`config.mk`:
```
export PLATFORM = sky130hd
export DESIGN_NAME = band_sequencer
export DESIGN_NICKNAME = d
export VERILOG_FILES = /design/src/rtl/band_sequencer.sv
export SDC_FILE = /design/constraint.sdc
export NUM_CORES = 1
export LEC_CHECK = 0
export BUFFER_PORTS_ARGS = -buffer_cell sky130_fd_sc_hd__buf_2
export CORE_MARGIN = 2
export CORE_UTILIZATION = 30
export DETAILED_ROUTE_END_ITERATION = 10
export GPL_TIMING_DRIVEN = 0
export PLACE_DENSITY = 0.59
export SYNTH_ARGS = -nofsm -noshare
export SYNTH_HDL_FRONTEND = slang
export SYNTH_SLANG_ARGS = --single-unit
```
`constraint.sdc`:
```
create_clock -name clk -period 2.6 [get_ports clk]
set_clock_uncertainty 0.2 [all_clocks]
set_input_delay 0.52 -clock clk [delete_from_list [all_inputs] [get_ports clk]]
set_output_delay 0.52 -clock clk [all_outputs]
set_load 0.02 [all_outputs]
```
`src/rtl/band_sequencer.sv`:
```
// Band-switched RX/TX sequencer: steps the preamp, antenna relay and power amplifier
// through guarded on/off sequences around a push-to-talk request, with an optional transmit time-out.
module band_sequencer #(
    parameter int NBANDS      = 2,
    parameter int BAND_W      = 3,
    parameter int STEP_CYCLES = 1000,
    parameter int TOT_CYCLES  = 0
) (
    input  logic              clk,
    input  logic              reset,
    input  logic              ptt,
    input  logic [BAND_W-1:0] band,
    output logic [NBANDS-1:0] lna,
    output logic [NBANDS-1:0] ant,
    output logic [NBANDS-1:0] pa,
    output logic              tx_ok,
    output logic              busy,
    output logic              band_err,
    output logic              tot
);

    localparam int STEP_W = (STEP_CYCLES > 1) ? $clog2(STEP_CYCLES) : 1;
    localparam int TOT_W  = (TOT_CYCLES > 1) ? $clog2(TOT_CYCLES) : 1;
    localparam logic [STEP_W-1:0] STEP_LOAD = STEP_W'(STEP_CYCLES - 1);
    localparam logic [TOT_W-1:0]  TOT_LAST  = TOT_W'((TOT_CYCLES > 0) ? TOT_CYCLES - 1 : 0);
    localparam logic [BAND_W:0]   NB        = (BAND_W + 1)'(NBANDS);

    typedef enum logic [2:0] {
        RX = 3'd0,
        T1 = 3'd1,
        T2 = 3'd2,
        TX = 3'd3,
        R1 = 3'd4,
        R2 = 3'd5
    } state_t;

    state_t              state_q, state_d;
    logic [STEP_W-1:0]   cnt_q, cnt_d;
    logic [TOT_W-1:0]    tot_cnt_q, tot_cnt_d;
    logic                tot_q, tot_d;
    logic [BAND_W-1:0]   chan_q, chan_d;
    logic                ptt_meta_q, ptt_s_q;
    logic [NBANDS-1:0]   lna_q, lna_d, ant_q, ant_d, pa_q, pa_d;
    logic                tx_ok_q, tx_ok_d, busy_q, busy_d, band_err_q, band_err_d;
    logic                active_s, band_ok_s, step_done_s;
    logic [NBANDS-1:0]   onehot_s;

    assign active_s    = ~ptt_s_q;
    assign band_ok_s   = ({1'b0, band} < NB);
    assign step_done_s = (cnt_q == '0);

    // Next-state logic: the single step counter guards T1/T2/R1/R2, the second counter times TX.
    always_comb begin
        state_d   = state_q;
        cnt_d     = cnt_q;
        tot_cnt_d = tot_cnt_q;
        tot_d     = tot_q;
        chan_d    = chan_q;
        case (state_q)
            RX: begin
                if (band_ok_s) begin
                    chan_d = band;
                end else begin
                    chan_d = chan_q;
                end
                if (!active_s) begin
                    tot_d = 1'b0;
                end else if (band_ok_s && !tot_q) begin
                    state_d = T1;
                    cnt_d   = STEP_LOAD;
                end else begin
                    state_d = RX;
                end
            end
            T1: begin
                if (!active_s) begin
                    state_d = RX;
                end else if (step_done_s) begin
                    state_d = T2;
                    cnt_d   = STEP_LOAD;
                end else begin
                    cnt_d = cnt_q - STEP_W'(1);
                end
            end
            T2: begin
                if (!active_s) begin
                    state_d = R1;
                    cnt_d   = STEP_LOAD;
                end else if (step_done_s) begin
                    state_d   = TX;
                    tot_cnt_d = '0;
                end else begin
                    cnt_d = cnt_q - STEP_W'(1);
                end
            end
            TX: begin
                if (!active_s) begin
                    state_d = R1;
                    cnt_d   = STEP_LOAD;
                end else if ((TOT_CYCLES > 0) && (tot_cnt_q == TOT_LAST)) begin
                    state_d = R1;
                    cnt_d   = STEP_LOAD;
                    tot_d   = 1'b1;
                end else begin
                    tot_cnt_d = tot_cnt_q + TOT_W'(1);
                end
            end
            R1: begin
                if (step_done_s) begin
                    state_d = R2;
                    cnt_d   = STEP_LOAD;
                end else begin
                    cnt_d = cnt_q - STEP_W'(1);
                end
            end
            R2: begin
                if (step_done_s) begin
                    state_d = RX;
                end else begin
                    cnt_d = cnt_q - STEP_W'(1);
                end
            end
            default: begin
                state_d = RX;
                cnt_d   = '0;
            end
        endcase
    end

    // Output decode from the next state so every output is a flop aligned with the state change.
    always_comb begin
        onehot_s   = NBANDS'(1) << chan_d;
        lna_d      = '0;
        ant_d      = '0;
        pa_d       = '0;
        tx_ok_d    = 1'b0;
        busy_d     = (state_d != RX);
        band_err_d = 1'b0;
        case (state_d)
            RX: begin
                if (band_ok_s) begin
                    lna_d = onehot_s;
                end else begin
                    band_err_d = 1'b1;
                end
            end
            T2, R1: begin
                ant_d = onehot_s;
            end
            TX: begin
                ant_d   = onehot_s;
                pa_d    = onehot_s;
                tx_ok_d = 1'b1;
            end
            default: begin
                lna_d = '0;
            end
        endcase
    end

    // State, counters, ptt synchroniser and registered outputs.
    always_ff @(posedge clk) begin
        if (!reset) begin
            state_q    <= RX;
            cnt_q      <= '0;
            tot_cnt_q  <= '0;
            tot_q      <= 1'b0;
            chan_q     <= '0;
            ptt_meta_q <= 1'b1;
            ptt_s_q    <= 1'b1;
            lna_q      <= '0;
            ant_q      <= '0;
            pa_q       <= '0;
            tx_ok_q    <= 1'b0;
            busy_q     <= 1'b0;
            band_err_q <= 1'b0;
        end else begin
            state_q    <= state_d;
            cnt_q      <= cnt_d;
            tot_cnt_q  <= tot_cnt_d;
            tot_q      <= tot_d;
            chan_q     <= chan_d;
            ptt_meta_q <= ptt;
            ptt_s_q    <= ptt_meta_q;
            lna_q      <= lna_d;
            ant_q      <= ant_d;
            pa_q       <= pa_d;
            tx_ok_q    <= tx_ok_d;
            busy_q     <= busy_d;
            band_err_q <= band_err_d;
        end
    end

    assign lna      = lna_q;
    assign ant      = ant_q;
    assign pa       = pa_q;
    assign tx_ok    = tx_ok_q;
    assign busy     = busy_q;
    assign band_err = band_err_q;
    assign tot      = tot_q;

endmodule

```
After elaboration in Yosys (flattened, before gate mapping)
Cells that the tools add are included.
{"block": "word_totals", "ff_bits": 27, "input_bits": 6, "output_inout_bits": 10, "elab_cells": 58}
{"block": "op_classes", "add_sub_neg": 1, "order_cmp": 1, "n_eq_ne": 12, "shifts": 1, "mux": 22, "n_reduce_logical": 10}
{"cell": "10-bit two-way mux", "n": 7}
{"cell": "10-bit case mux with 6 select lines", "n": 1}
{"cell": "3-bit two-way mux", "n": 10}
{"cell": "3-bit case mux with 6 select lines", "n": 1}
{"cell": "3-bit by 2-bit == test with 1-bit output (second input constant)", "n": 4}
{"cell": "10-bit zero test", "n": 1}
{"cell": "10-bit by 1-bit subtractor with 10-bit output (second input constant)", "n": 1}
{"cell": "3-bit == test (second input constant)", "n": 3}
{"cell": "2-bit != test (second input constant)", "n": 4}
{"cell": "3-bit zero test", "n": 2}
{"cell": "2-bit AND reduction", "n": 3}
{"cell": "4-bit AND reduction", "n": 1}
{"cell": "3-bit by 1-bit == test with 1-bit output (second input constant)", "n": 1}
{"cell": "3-bit by 2-bit less-than comparator with 1-bit output (second input constant)", "n": 1}
{"cell": "1-bit two-way mux", "n": 3}
{"cell": "3-bit AND reduction", "n": 1}
{"cell": "3-bit nonzero test", "n": 1}
{"cell": "3-bit OR reduction", "n": 1}
{"cell": "1-bit by 3-bit left shift with 2-bit output (first input constant)", "n": 1}

Longest topological paths before layout
Gate-level depths: netlist of run 1.
{"block": "depth", "ltp_word": 7, "ltp_mapped": 11}

Worst setup path after synthesis of run 1
No wires, ideal clock.
{"block": "synth_path", "kind": "register to register", "from": "reg cnt_q[0]", "to": "reg cnt_q[0]", "setup_time_ps": 129, "arrival_ps": 2132, "required_ps": 2271, "setup_slack_ps": 139, "stages_incl_launch_ff": 11, "n_path_buf": 0, "period_less_slack_ps": 2461, "cell_sequence": "dfxtp_1 > inv_1 > ha_1 > or4b_4 > nor3_2 > inv_2 > ha_1 > nor3_1 > o21ai_0 > a32oi_1 > nor2_1"}
{"block": "synth_via", "elab_chain_cells": 4, "elab_cells_between_ends": 7, "classes_between": "add/sub (1); mux (5); reduce/logical (1)"}
{"element": "from (decl)", "line": "38", "source": "logic [STEP_W-1:0] cnt_q, cnt_d;"}
{"element": "from (signal assigned)", "line": "179", "source": "cnt_q <= cnt_d;"}
{"element": "10-bit by 1-bit subtractor with 10-bit output / 10-bit zero test (equally long branches)"}
{"element": "10-bit two-way mux (on tied branches)"}
{"element": "10-bit two-way mux (on tied branches)", "line": "86, 76"}
{"element": "10-bit case mux with 6 select lines *", "line": "59", "source": "case (state_q)"}
Every way passes the cells marked *; elsewhere a longest branch is shown, timed or not. The select of a mux whose other input is x is not followed.
A chain may end at the register's enable or synchronous reset.

Worst setup path in the final report of run 1
{"block": "layout_path", "from": "reg cnt_q[0]", "to": "reg cnt_q[3]"}
The elaborated chain is that of the path after synthesis.

==> out/results.ini, run 1 <==
[sta]
hold_violations=0
slew_headroom=0.560
rsz0062_at_grt=false
drv_slew=0
max_slew.worst_pin.slew_ns=0.654
tns_ns=0
post-route-period-util=0.966
whs_ns=0.210
fin_ws_ns=0.0889
finalCriticalPeriod_ns=2.51
setup_viol=0
fmax_mhz=398

[global_routing]
grt_pass1_vias=1245
overflow=0
antenna_found_initial=0
grt.total_usage=0.144
grt_max_degree=18
grt_pass1_wl_um=6130

[synthesis]
netlist_top_cells_area=dfxtp_1 36%, a21oi_1 4.3%, nand2_1 4.0%
ys_types=56
synth_flop_cell=dfxtp_1
syn_avg_cell_area_um2=8.14
synth_area_um2=1510
yosysWarningCount=0
synth_enable_flop_cells=0
netlist_instances=185
synth_top_area_share=0.359
yosys.area.top_type=dfxtp_1
ys_seq_elements=27
ys_seq_area_frac=0.359
syn_nets=194
async_flop_share=0

[cts]
cts.path.max_buffers=2
clock-root-buffer=clkbuf_8
clock-sinks=27
cts_buffers=3
cts_tree=built
clock_latency_ns=0.28
clk_pin_slew_worst_paths_ns=0.10
htreeDepth=1

[floorplan]
die_y_um=74.9
rows=25
initial_utilization=0.315
die_x_um=74.9
ios=16
core_um2=4790
die_area_um2=5600

[final_layout]
final_area_um2=1790
final_nets=218
area_growth_pct=18.6
drive_gt1_frac=0.207
final_core_util=0.373
insertedDiodeCount=0
instances_no_fill=275

[detailed_routing]
drc_errors=0
vias_per_cell=5.24
wire_per_inst_um=13.8
num_vias=1440
drt_iter0_markers=102
wirelength_um=3780
ant_nets=0
drt-pass1-iter-count=4

[pwr]
switchingPower_uw=224
seqPwrFrac=0.527
p_total_uw=812
peakVddDrop_uv=195
internal_power_uw=588
power_frac_clock=0.317
power_density_nw_per_um2=454
p_leak_nw=0.701
p_comb_frac=0.156
switching_share=0.276

[critical_path]
r2r_slack_ns=0.09
rr_startpoint=cnt_q[0]$_SDFFE_PN0P_
crit_arrival_ns=2.46
cp_max_fo=5
worst_ep_required_time_ns=2.55
crit_path_end=cnt_q[3]$_SDFFE_PN0P_
start_kind=register
reg2reg_to=cnt_q[3]$_SDFFE_PN0P_
crit_type=register to register
worstRegToRegCells=7
critPathCaptureType=register
crit_start=cnt_q[0]$_SDFFE_PN0P_

[place]
pre_cts_ws_ns=-0.155
dp_hpwl_um=2650
io_buffers=14
dpl_cell_area_um2=1660
dp_cells=266
routabilityCongestion=0.919

[worst_hold_path]
hold_path.class=primary input to register

[outcome]
status=completed

[job]
drv_cap=0

## cell usage in the layout, fill, tap and decap left out, types with 2 or more instances in the layout
cell type	count
dfxtp_1	25
mux2i_1	2
nor2_1	14
nand3_1	5
and2_1	3
o31ai_1	2
nor3_1	5
or4_1	3
o311ai_0	2
nor2b_1	4
xnor2_1	2
and3_1	3
a211oi_1	3
buf_4	6
a31oi_1	5
a32oi_1	2
clkbuf_1	7
nand2_1	16
nand2b_1	9
buf_2	14
o21ai_0	10
a21oi_1	13
clkbuf_8	3
o21a_1	2
or2_2	3
inv_1	6
or3_1	2
o211ai_1	2
## power groups by stage
stage	Clock [mW]	Combinational [mW]	Sequential (mW)
3_3_place_gp	0	0.105	0.438
3_5_place_dp	0	0.105	0.438
2_1_floorplan	0	0.0751	0.439
5_1_grt	0.288	0.138	0.429
4_1_cts	0.270	0.111	0.429
6_report	0.257	0.127	0.428
## cell type report
| cell class | count | area, um2 |
|---|---|---|
| multi-input cells | 142 | 936 |
| well taps | 67 | 83.8 |
| inverters | 7 | 26.3 |
| fillers | 520 | 3000 |
| plain buffers | 9 | 37.5 |
| repair buffers | 19 | 108 |
| clock inverters | 1 | 8.76 |
| clock buffers | 3 | 41.3 |
| flip-flops and latches | 27 | 546 |
## per-layer routing
metal	up-vias	GRT usage	wire [um]	part of all wire
met4	0	0.0417	53	0.014
met5	-	0	0	0
met1	661	0.207	1790	0.47
met2	46	0.217	1730	0.46
met3	6	0.0308	213	0.056
li1	727	-	-	-
## kinds of logic after synthesis
family	share of synthesized area
and+or+nand+nor	0.297
AOI/OAI and AO/OA	0.243
muxes	0.0208
other	0.00249
adders and majority gates	0.0249
DFF	0.359
buffers and inverters	0.0424
xor gates and xnor gates	0.0116
## synthesized netlist by cell type (2+ instances only)
library cell and count:
nor2_1 14, and3_1 3, ha_1 3, o21a_1 2, a21oi_1 13, xnor2_1 2
clkbuf_1 7, o311ai_0 2, nor2b_1 4, a31oi_1 5, o211ai_1 2, nand2_1 16
nand3_1 5, nand2b_1 9, or4_1 3, and2_1 3, or3_1 2, nor3_1 5
mux2i_1 2, o31ai_1 2, o21ai_0 10, or2_2 3, a32oi_1 2, inv_1 6
a211oi_1 3, dfxtp_1 27
## worst min path at each step
stage,startpoint,to,cells past startpoint
6_report,ptt,ptt_meta_q$_SDFF_PN1_,2
4_1_cts,ptt,ptt_meta_q$_SDFF_PN1_,2
3_5_place_dp,ptt_meta_q$_SDFF_PN1_,ptt_s_q$_SDFF_PN1_,1
3_3_place_gp,ptt_meta_q$_SDFF_PN1_,ptt_s_q$_SDFF_PN1_,1
5_1_grt,band[1],lna[1]$_SDFF_PN0_,2
2_1_floorplan,ptt_meta_q$_SDFF_PN1_,ptt_s_q$_SDFF_PN1_,1
## critical path, cell delays in order, from the launching register on
cell      delay (ns)
dfxtp_4         0.37
inv_1           0.09
ha_2            0.19
or4b_4          0.52
o41ai_2         0.49
o221ai_2        0.23
o311ai_0        0.16
a31oi_1         0.13
## timing repair
action                                  4_1_cts  5_1_grt
endpoints found under the setup margin        1        5
pin swaps                                     1        2
resized for setup                             1        7
buffers inserted                              1        4
hold buffers                                  0        0
## registers in the layout, summed over array words and instances (netlist names)
register	cells
lna	2
busy	1
tx_ok	1
ant	2
chan_q	3
ptt_meta_q	1
band_err	1
state_q	3
ptt_s_q	1
pa	2
cnt_q	10
(Power assumes the default switching activity.)
==> inputs of run 2 (changes only) <==
--- a/config.mk
+++ b/config.mk
@@ -6,6 +6,7 @@
 export NUM_CORES = 1
 export LEC_CHECK = 0
 export BUFFER_PORTS_ARGS = -buffer_cell sky130_fd_sc_hd__buf_2
+export CORE_ASPECT_RATIO = 0.9
 export CORE_MARGIN = 2
 export CORE_UTILIZATION = 30
 export DETAILED_ROUTE_END_ITERATION = 10
==> out/results.ini, run 2 (same netlist as run 1, synthesis figures left out) <==
[outcome]
status=completed  ; unchanged

[sta]
hold_violations=0  ; unchanged
fmax_mhz=397  ; was 398 MHz
setup_viol=0  ; unchanged
post-route-period-util=0.969  ; was 0.966
fin_ws_ns=0.0799  ; was 0.0889 ns
whs_ns=0.219  ; was 0.210 ns
finalCriticalPeriod_ns=2.52  ; was 2.51 ns
slew_headroom=0.573  ; was 0.560
drv_slew=0  ; unchanged
rsz0062_at_grt=true  ; was false
max_slew.worst_pin.slew_ns=0.635  ; was 0.654 ns

[critical_path]
crit_type=register to register  ; unchanged
critPathCaptureType=register  ; unchanged
start_kind=register  ; unchanged
crit_arrival_ns=2.47  ; was 2.46 ns
cp_max_fo=6  ; was 5
rr_startpoint=cnt_q[0]$_SDFFE_PN0P_  ; unchanged
worst_ep_required_time_ns=2.55  ; about the same
crit_start=cnt_q[0]$_SDFFE_PN0P_  ; unchanged
r2r_slack_ns=0.08  ; was 0.09 ns

[pwr]
switching_share=0.269  ; was 0.276
power_frac_clock=0.305  ; was 0.317
peakVddDrop_uv=181  ; was 195 uV
seqPwrFrac=0.539  ; was 0.527
p_total_uw=795  ; was 812 uW
p_leak_nw=0.690  ; was 0.701 nW
p_comb_frac=0.157  ; was 0.156
switchingPower_uw=214  ; was 224 uW
power_density_nw_per_um2=451  ; was 454 nW/um2
internal_power_uw=581  ; was 588 uW

[cts]
clock_latency_ns=0.27  ; was 0.28 ns
clock-root-buffer=clkbuf_8  ; unchanged
postCtsHoldBufs=0  ; unchanged
cts_tree=built  ; unchanged
htreeDepth=1  ; unchanged
cts.path.max_buffers=2  ; unchanged
cts_buffers=3  ; unchanged
clk_pin_slew_worst_paths_ns=0.09  ; was 0.10 ns
clock-sinks=27  ; unchanged

[place]
io_buffers=14  ; unchanged
dpl_cell_area_um2=1660  ; about the same
pre_cts_ws_ns=-0.166  ; was -0.155 ns
routabilityCongestion=0.919  ; about the same
dp_hpwl_um=2650  ; about the same

[floorplan]
rows=24  ; was 25
initial_utilization=0.312  ; was 0.315
ios=16  ; unchanged
die_y_um=71.2  ; was 74.9 um
die_area_um2=5610  ; was 5600 um2
die_x_um=78.7  ; was 74.9 um
core_um2=4830  ; was 4790 um2

[final_layout]
final_area_um2=1760  ; was 1790 um2
fillCellCount=498  ; was 520
multi_input_area_um2=932  ; was 936 um2
insertedDiodeCount=0  ; unchanged
drive_gt1_frac=0.194  ; was 0.207
layout_common_cells=25 x dfxtp_1, 16 x nand2_1, 14 x nor2_1, 14 x buf_2, 13 x a21oi_1  ; unchanged
largest_register_ffs=10  ; unchanged
reg_top3=cnt_q x10, chan_q x3, state_q x3  ; unchanged
final_core_util=0.364  ; was 0.373
regArea_um2=546  ; unchanged
mostFrequentLayoutCell=dfxtp_1  ; unchanged
area_growth_pct=16.9  ; was 18.6%
final_nets=216  ; was 218
top_register=cnt_q  ; unchanged

[detailed_routing]
wire_per_inst_um=13.6  ; was 13.8 um
wirelength_um=3690  ; was 3780 um
vias_per_cell=5.18  ; was 5.24
num_vias=1404  ; was 1440
drc_errors=0  ; unchanged
drt-pass1-iter-count=4  ; unchanged
drt_iter0_markers=164  ; was 102
ant_nets=0  ; unchanged

[global_routing]
grt_max_degree=16  ; was 18
antenna_found_initial=0  ; unchanged
overflow=0  ; unchanged
grt_pass1_wl_um=6270  ; was 6130 um
grt_pass1_vias=1281  ; was 1245
grt.total_usage=0.140  ; was 0.144

[job]
drv_cap=0  ; unchanged

[worst_hold_path]
hold_path.class=register to register  ; was primary input to register
hold_start=ptt_meta_q$_SDFF_PN1_  ; was ptt

-- run 2: worst max-delay path: stages, from the launching register on --
cell and delay (ns):
dfxtp_4 0.38, inv_1 0.08, ha_1 0.17, or4b_4 0.50, nor3_4 0.23, inv_2 0.11, ha_4 0.23, mux2i_1 0.13
a32oi_1 0.07, a32oi_1 0.23, nor2_1 0.06
-- run 2: area by class of cell --
class | count | share of cell area
Buffer | 9 | 0.0213
Clock buffer | 3 | 0.0234
Clock inverter | 1 | 0.00284
Inverter | 7 | 0.0149
Multi-Input combinational cell | 142 | 0.529
Sequential cell | 27 | 0.310
Tap cell | 65 | 0.0462
Timing Repair Buffer | 17 | 0.0526
-- run 2: path summary, 6_finish.rpt --
| kind | cells past startpoint | end |
|---|---|---|
| worst min register to register | 1 | ptt_s_q$_SDFF_PN1_ |
| worst min-delay path | 1 | ptt_s_q$_SDFF_PN1_ |
| worst max-delay path | 10 | cnt_q[0]$_SDFFE_PN0P_ |
| worst max register to register | 10 | cnt_q[0]$_SDFFE_PN0P_ |
-- run 2: metal layers --
layer | vias to the layer above | track usage | routed length [um]
met3 | 6 | 0.0290 | 133
met5 | - | 0 | 0
met4 | 0 | 0.0429 | 63
met2 | 30 | 0.207 | 1610
met1 | 648 | 0.204 | 1880
li1 | 720 | - | -
-- run 2: through the flow --
step           cells  setup TNS [ns]
2_1_floorplan    185               0
3_3_place_gp     264          -0.160
3_5_place_dp     264          -0.166
4_1_cts          269               0
5_1_grt          271         -0.0671
6_report         271               0
-- run 2: power groups by stage --
stage	Sequential [mW]	Clock [mW]	Combinational, mW
floorplan	0.439	0	0.0751
global placement	0.438	0	0.105
detailed placement	0.438	0	0.105
CTS	0.429	0.253	0.111
global route	0.430	0.266	0.137
finish	0.428	0.242	0.125
-- run 2: what timing repair did --
item | CTS | global route
pin swaps | 1 | 2
gates resized for setup | 1 | 6
endpoints found under the hold margin | 0 | 0
setup endpoints to repair | 1 | 6
setup buffers | 1 | 2
==> inputs of run 3 (changes only) <==
--- a/config.mk
+++ b/config.mk
@@ -5,7 +5,7 @@
 export SDC_FILE = /design/constraint.sdc
 export NUM_CORES = 1
 export LEC_CHECK = 0
-export BUFFER_PORTS_ARGS = -buffer_cell sky130_fd_sc_hd__buf_2
+export BUFFER_PORTS_ARGS = -buffer_cell sky130_fd_sc_hd__buf_4
 export CORE_ASPECT_RATIO = 0.9
 export CORE_MARGIN = 2
 export CORE_UTILIZATION = 30
==> constraint.sdc (replaced) <==
create_clock -name clk -period 2.05 [get_ports clk]
set_clock_uncertainty 0.2 [all_clocks]
set_input_delay 0.41 -clock clk [delete_from_list [all_inputs] [get_ports clk]]
set_output_delay 0.41 -clock clk [all_outputs]
set_load 0.02 [all_outputs]
==> out/results.ini, run 3 (same netlist as run 1, synthesis figures left out) <==
[critical_path]
rr_startpoint=cnt_q[1]$_SDFFE_PN0P_  ; was cnt_q[0]$_SDFFE_PN0P_
crit_start=cnt_q[1]$_SDFFE_PN0P_  ; was cnt_q[0]$_SDFFE_PN0P_
cp_slowest_cell=or4_4  ; was or4b_4
worstRegToRegCells=6  ; was 10
critical_path.most_common_cell=or4_4  ; was a32oi_1
cp_cell_sequence=buf_4 -> or4_4 -> or4_4 -> or3_1 -> a32o_1 -> a21oi_2  ; was inv_1 -> ha_1 -> or4b_4 -> nor3_4 -> inv_2 -> ha_4 -> mux2i_1 -> a32oi_1 -> a32oi_1 -> nor2_1
path_delay_family=simple AND/OR/NAND/NOR gates  ; unchanged
cp_num_cells=6  ; was 10
worst_ep_required_time_ns=2.07  ; was 2.55 ns
crit_arrival_ns=2.39  ; was 2.47 ns
cp_num_buf_inv=1  ; was 2
start_kind=register  ; unchanged
critPathCaptureType=register  ; unchanged
crit_type=register to register  ; unchanged
critical_path.max_stage_delay_ns=0.54  ; was 0.50 ns
cp_max_fo=5  ; was 6

[sta]
slew_headroom=0.599  ; was 0.573
finalCriticalPeriod_ns=2.37  ; was 2.52 ns
setup_viol=13  ; was 0
max_slew.worst_pin.slew_ns=0.601  ; was 0.635 ns
hold_violations=0  ; unchanged
whs_ns=0.0944  ; was 0.219 ns
rsz0062_at_grt=true  ; unchanged
fin_ws_ns=-0.320  ; was 0.0799 ns
post-route-period-util=1.16  ; was 0.969
fmax_mhz=422  ; was 397 MHz
tns_ns=-1.90  ; was 0 ns
drv_slew=0  ; unchanged

[detailed_routing]
vias_per_cell=5.21  ; was 5.18
drt_iter0_markers=111  ; was 164
num_vias=1449  ; was 1404
drt-pass1-iter-count=4  ; unchanged
drc_errors=0  ; unchanged
wirelength_um=4010  ; was 3690 um
wire_per_inst_um=14.4  ; was 13.6 um
ant_nets=0  ; unchanged

[floorplan]
core_um2=4830  ; unchanged
die_area_um2=5610  ; unchanged
die_y_um=71.2  ; unchanged
ios=16  ; unchanged
rows=24  ; unchanged
initial_utilization=0.312  ; unchanged
die_x_um=78.7  ; unchanged

[global_routing]
grt_pass1_wl_um=6380  ; was 6270 um
grt_max_degree=17  ; was 16
antenna_found_initial=0  ; unchanged
overflow=0  ; unchanged
grt_pass1_vias=1253  ; was 1281
grt.total_usage=0.145  ; was 0.140

[cts]
clock-sinks=27  ; unchanged
clock-root-buffer=clkbuf_8  ; unchanged
cts.path.max_buffers=2  ; unchanged
htreeDepth=1  ; unchanged
postCtsHoldBufs=0  ; unchanged
clock_latency_ns=0.28  ; was 0.27 ns
cts_tree=built  ; unchanged
cts_buffers=3  ; unchanged
clk_pin_slew_worst_paths_ns=0.10  ; was 0.09 ns

[final_layout]
top_register=cnt_q  ; unchanged
fillCellCount=496  ; was 498
largest_register_ffs=10  ; unchanged
area_growth_pct=31.0  ; was 16.9%
final_nets=223  ; was 216
reg_top3=cnt_q x10, chan_q x3, state_q x3  ; unchanged
insertedDiodeCount=0  ; unchanged
layout_common_cells=25 x dfxtp_1, 24 x buf_4, 15 x nand2_1, 13 x nor2_1, 13 x a21oi_1  ; was 25 x dfxtp_1, 16 x nand2_1, 14 x nor2_1, 14 x buf_2, 13 x a21oi_1
mostFrequentLayoutCell=dfxtp_1  ; unchanged
drive_gt1_frac=0.310  ; was 0.194
final_core_util=0.408  ; was 0.364

[job]
drv_cap=0  ; unchanged

[outcome]
violations=negative setup slack
status=complete, but fails checks  ; was completed

[pwr]
peakVddDrop_uv=298  ; was 181 uV
power_density_nw_per_um2=540  ; was 451 nW/um2
p_leak_nw=0.777  ; was 0.690 nW

[place]
routabilityCongestion=0.918  ; was 0.919
io_buffers=14  ; unchanged
dp_hpwl_um=2710  ; was 2650 um

[worst_hold_path]
hold_path.class=primary input to register  ; was register to register
hold_start=band[2]  ; was ptt_meta_q$_SDFF_PN1_
hold_depth=2  ; was 1

==> run 3: changes by cell type in the layout (fill, tap and decap cells not counted), sizes merged <==
| cell | before | now |
|---|---|---|
| buf | 19 | 25 |
| clkbuf | 10 | 11 |
| clkinv | 1 | 0 |
| clkinvlp | 0 | 1 |
==> run 3: worst register-to-register path: stages, from the launching register on <==
cell	delay [ns]
dfxtp_4	0.36
buf_4	0.14
or4_4	0.54
or4_4	0.44
or3_1	0.31
a32o_1	0.22
a21oi_2	0.10
==> run 3: final timing paths <==
check                          end  slack (ns)
min reg2reg     ptt_s_q$_SDFF_PN1_        0.22
max          cnt_q[9]$_SDFFE_PN0P_       -0.32
max reg2reg  cnt_q[9]$_SDFFE_PN0P_       -0.32
min              lna[1]$_SDFF_PN0_        0.09
==> run 3: power by group <==
group	switching [mW]	total (mW)	internal (mW)
clock network	0.186	0.324	0.138
logic	0.106	0.199	0.0937
registers	0.00980	0.542	0.532
total	0.301	1.07	0.765
==> run 3: cell type report <==
type	count	area, um2	area share
clock inverter	1	7.51	0.00380
tap	65	81.3	0.0412
clock buffer	3	41.3	0.0209
timing repair buffer	24	184	0.0932
inverter	7	26.3	0.0133
multi-input combinational	142	1040	0.527
sequential	27	548	0.278
buffer	9	45.0	0.0228
==> run 3: timing repair <==
item / 4_1_cts / 5_1_grt
pin swaps: 13 / 13
resized for setup: 26 / 12
setup endpoints to repair: 19 / 19
buffers inserted: 7 / 3
==> run 3: per-layer routing <==
metal | GRT usage | wire, um | share of wire
met5 | 0 | 0 | 0
met4 | 0.0429 | 51 | 0.013
met3 | 0.0315 | 203 | 0.051
met2 | 0.213 | 1760 | 0.44
met1 | 0.215 | 1990 | 0.50
==> run 3: metrics by stage <==
step / instance area (um2) / worst slack [ns] / power [mW] / std cells
6_report: 1970 / -0.320 / 1.07 / 278
5_1_grt: 1970 / -0.383 / 1.12 / 278
4_1_cts: 1930 / -0.310 / 1.07 / 275
3_5_place_dp: 1720 / -0.485 / 0.702 / 264
3_3_place_gp: 1720 / -0.469 / 0.701 / 264
2_1_floorplan: 1530 / -0.231 / 0.660 / 185
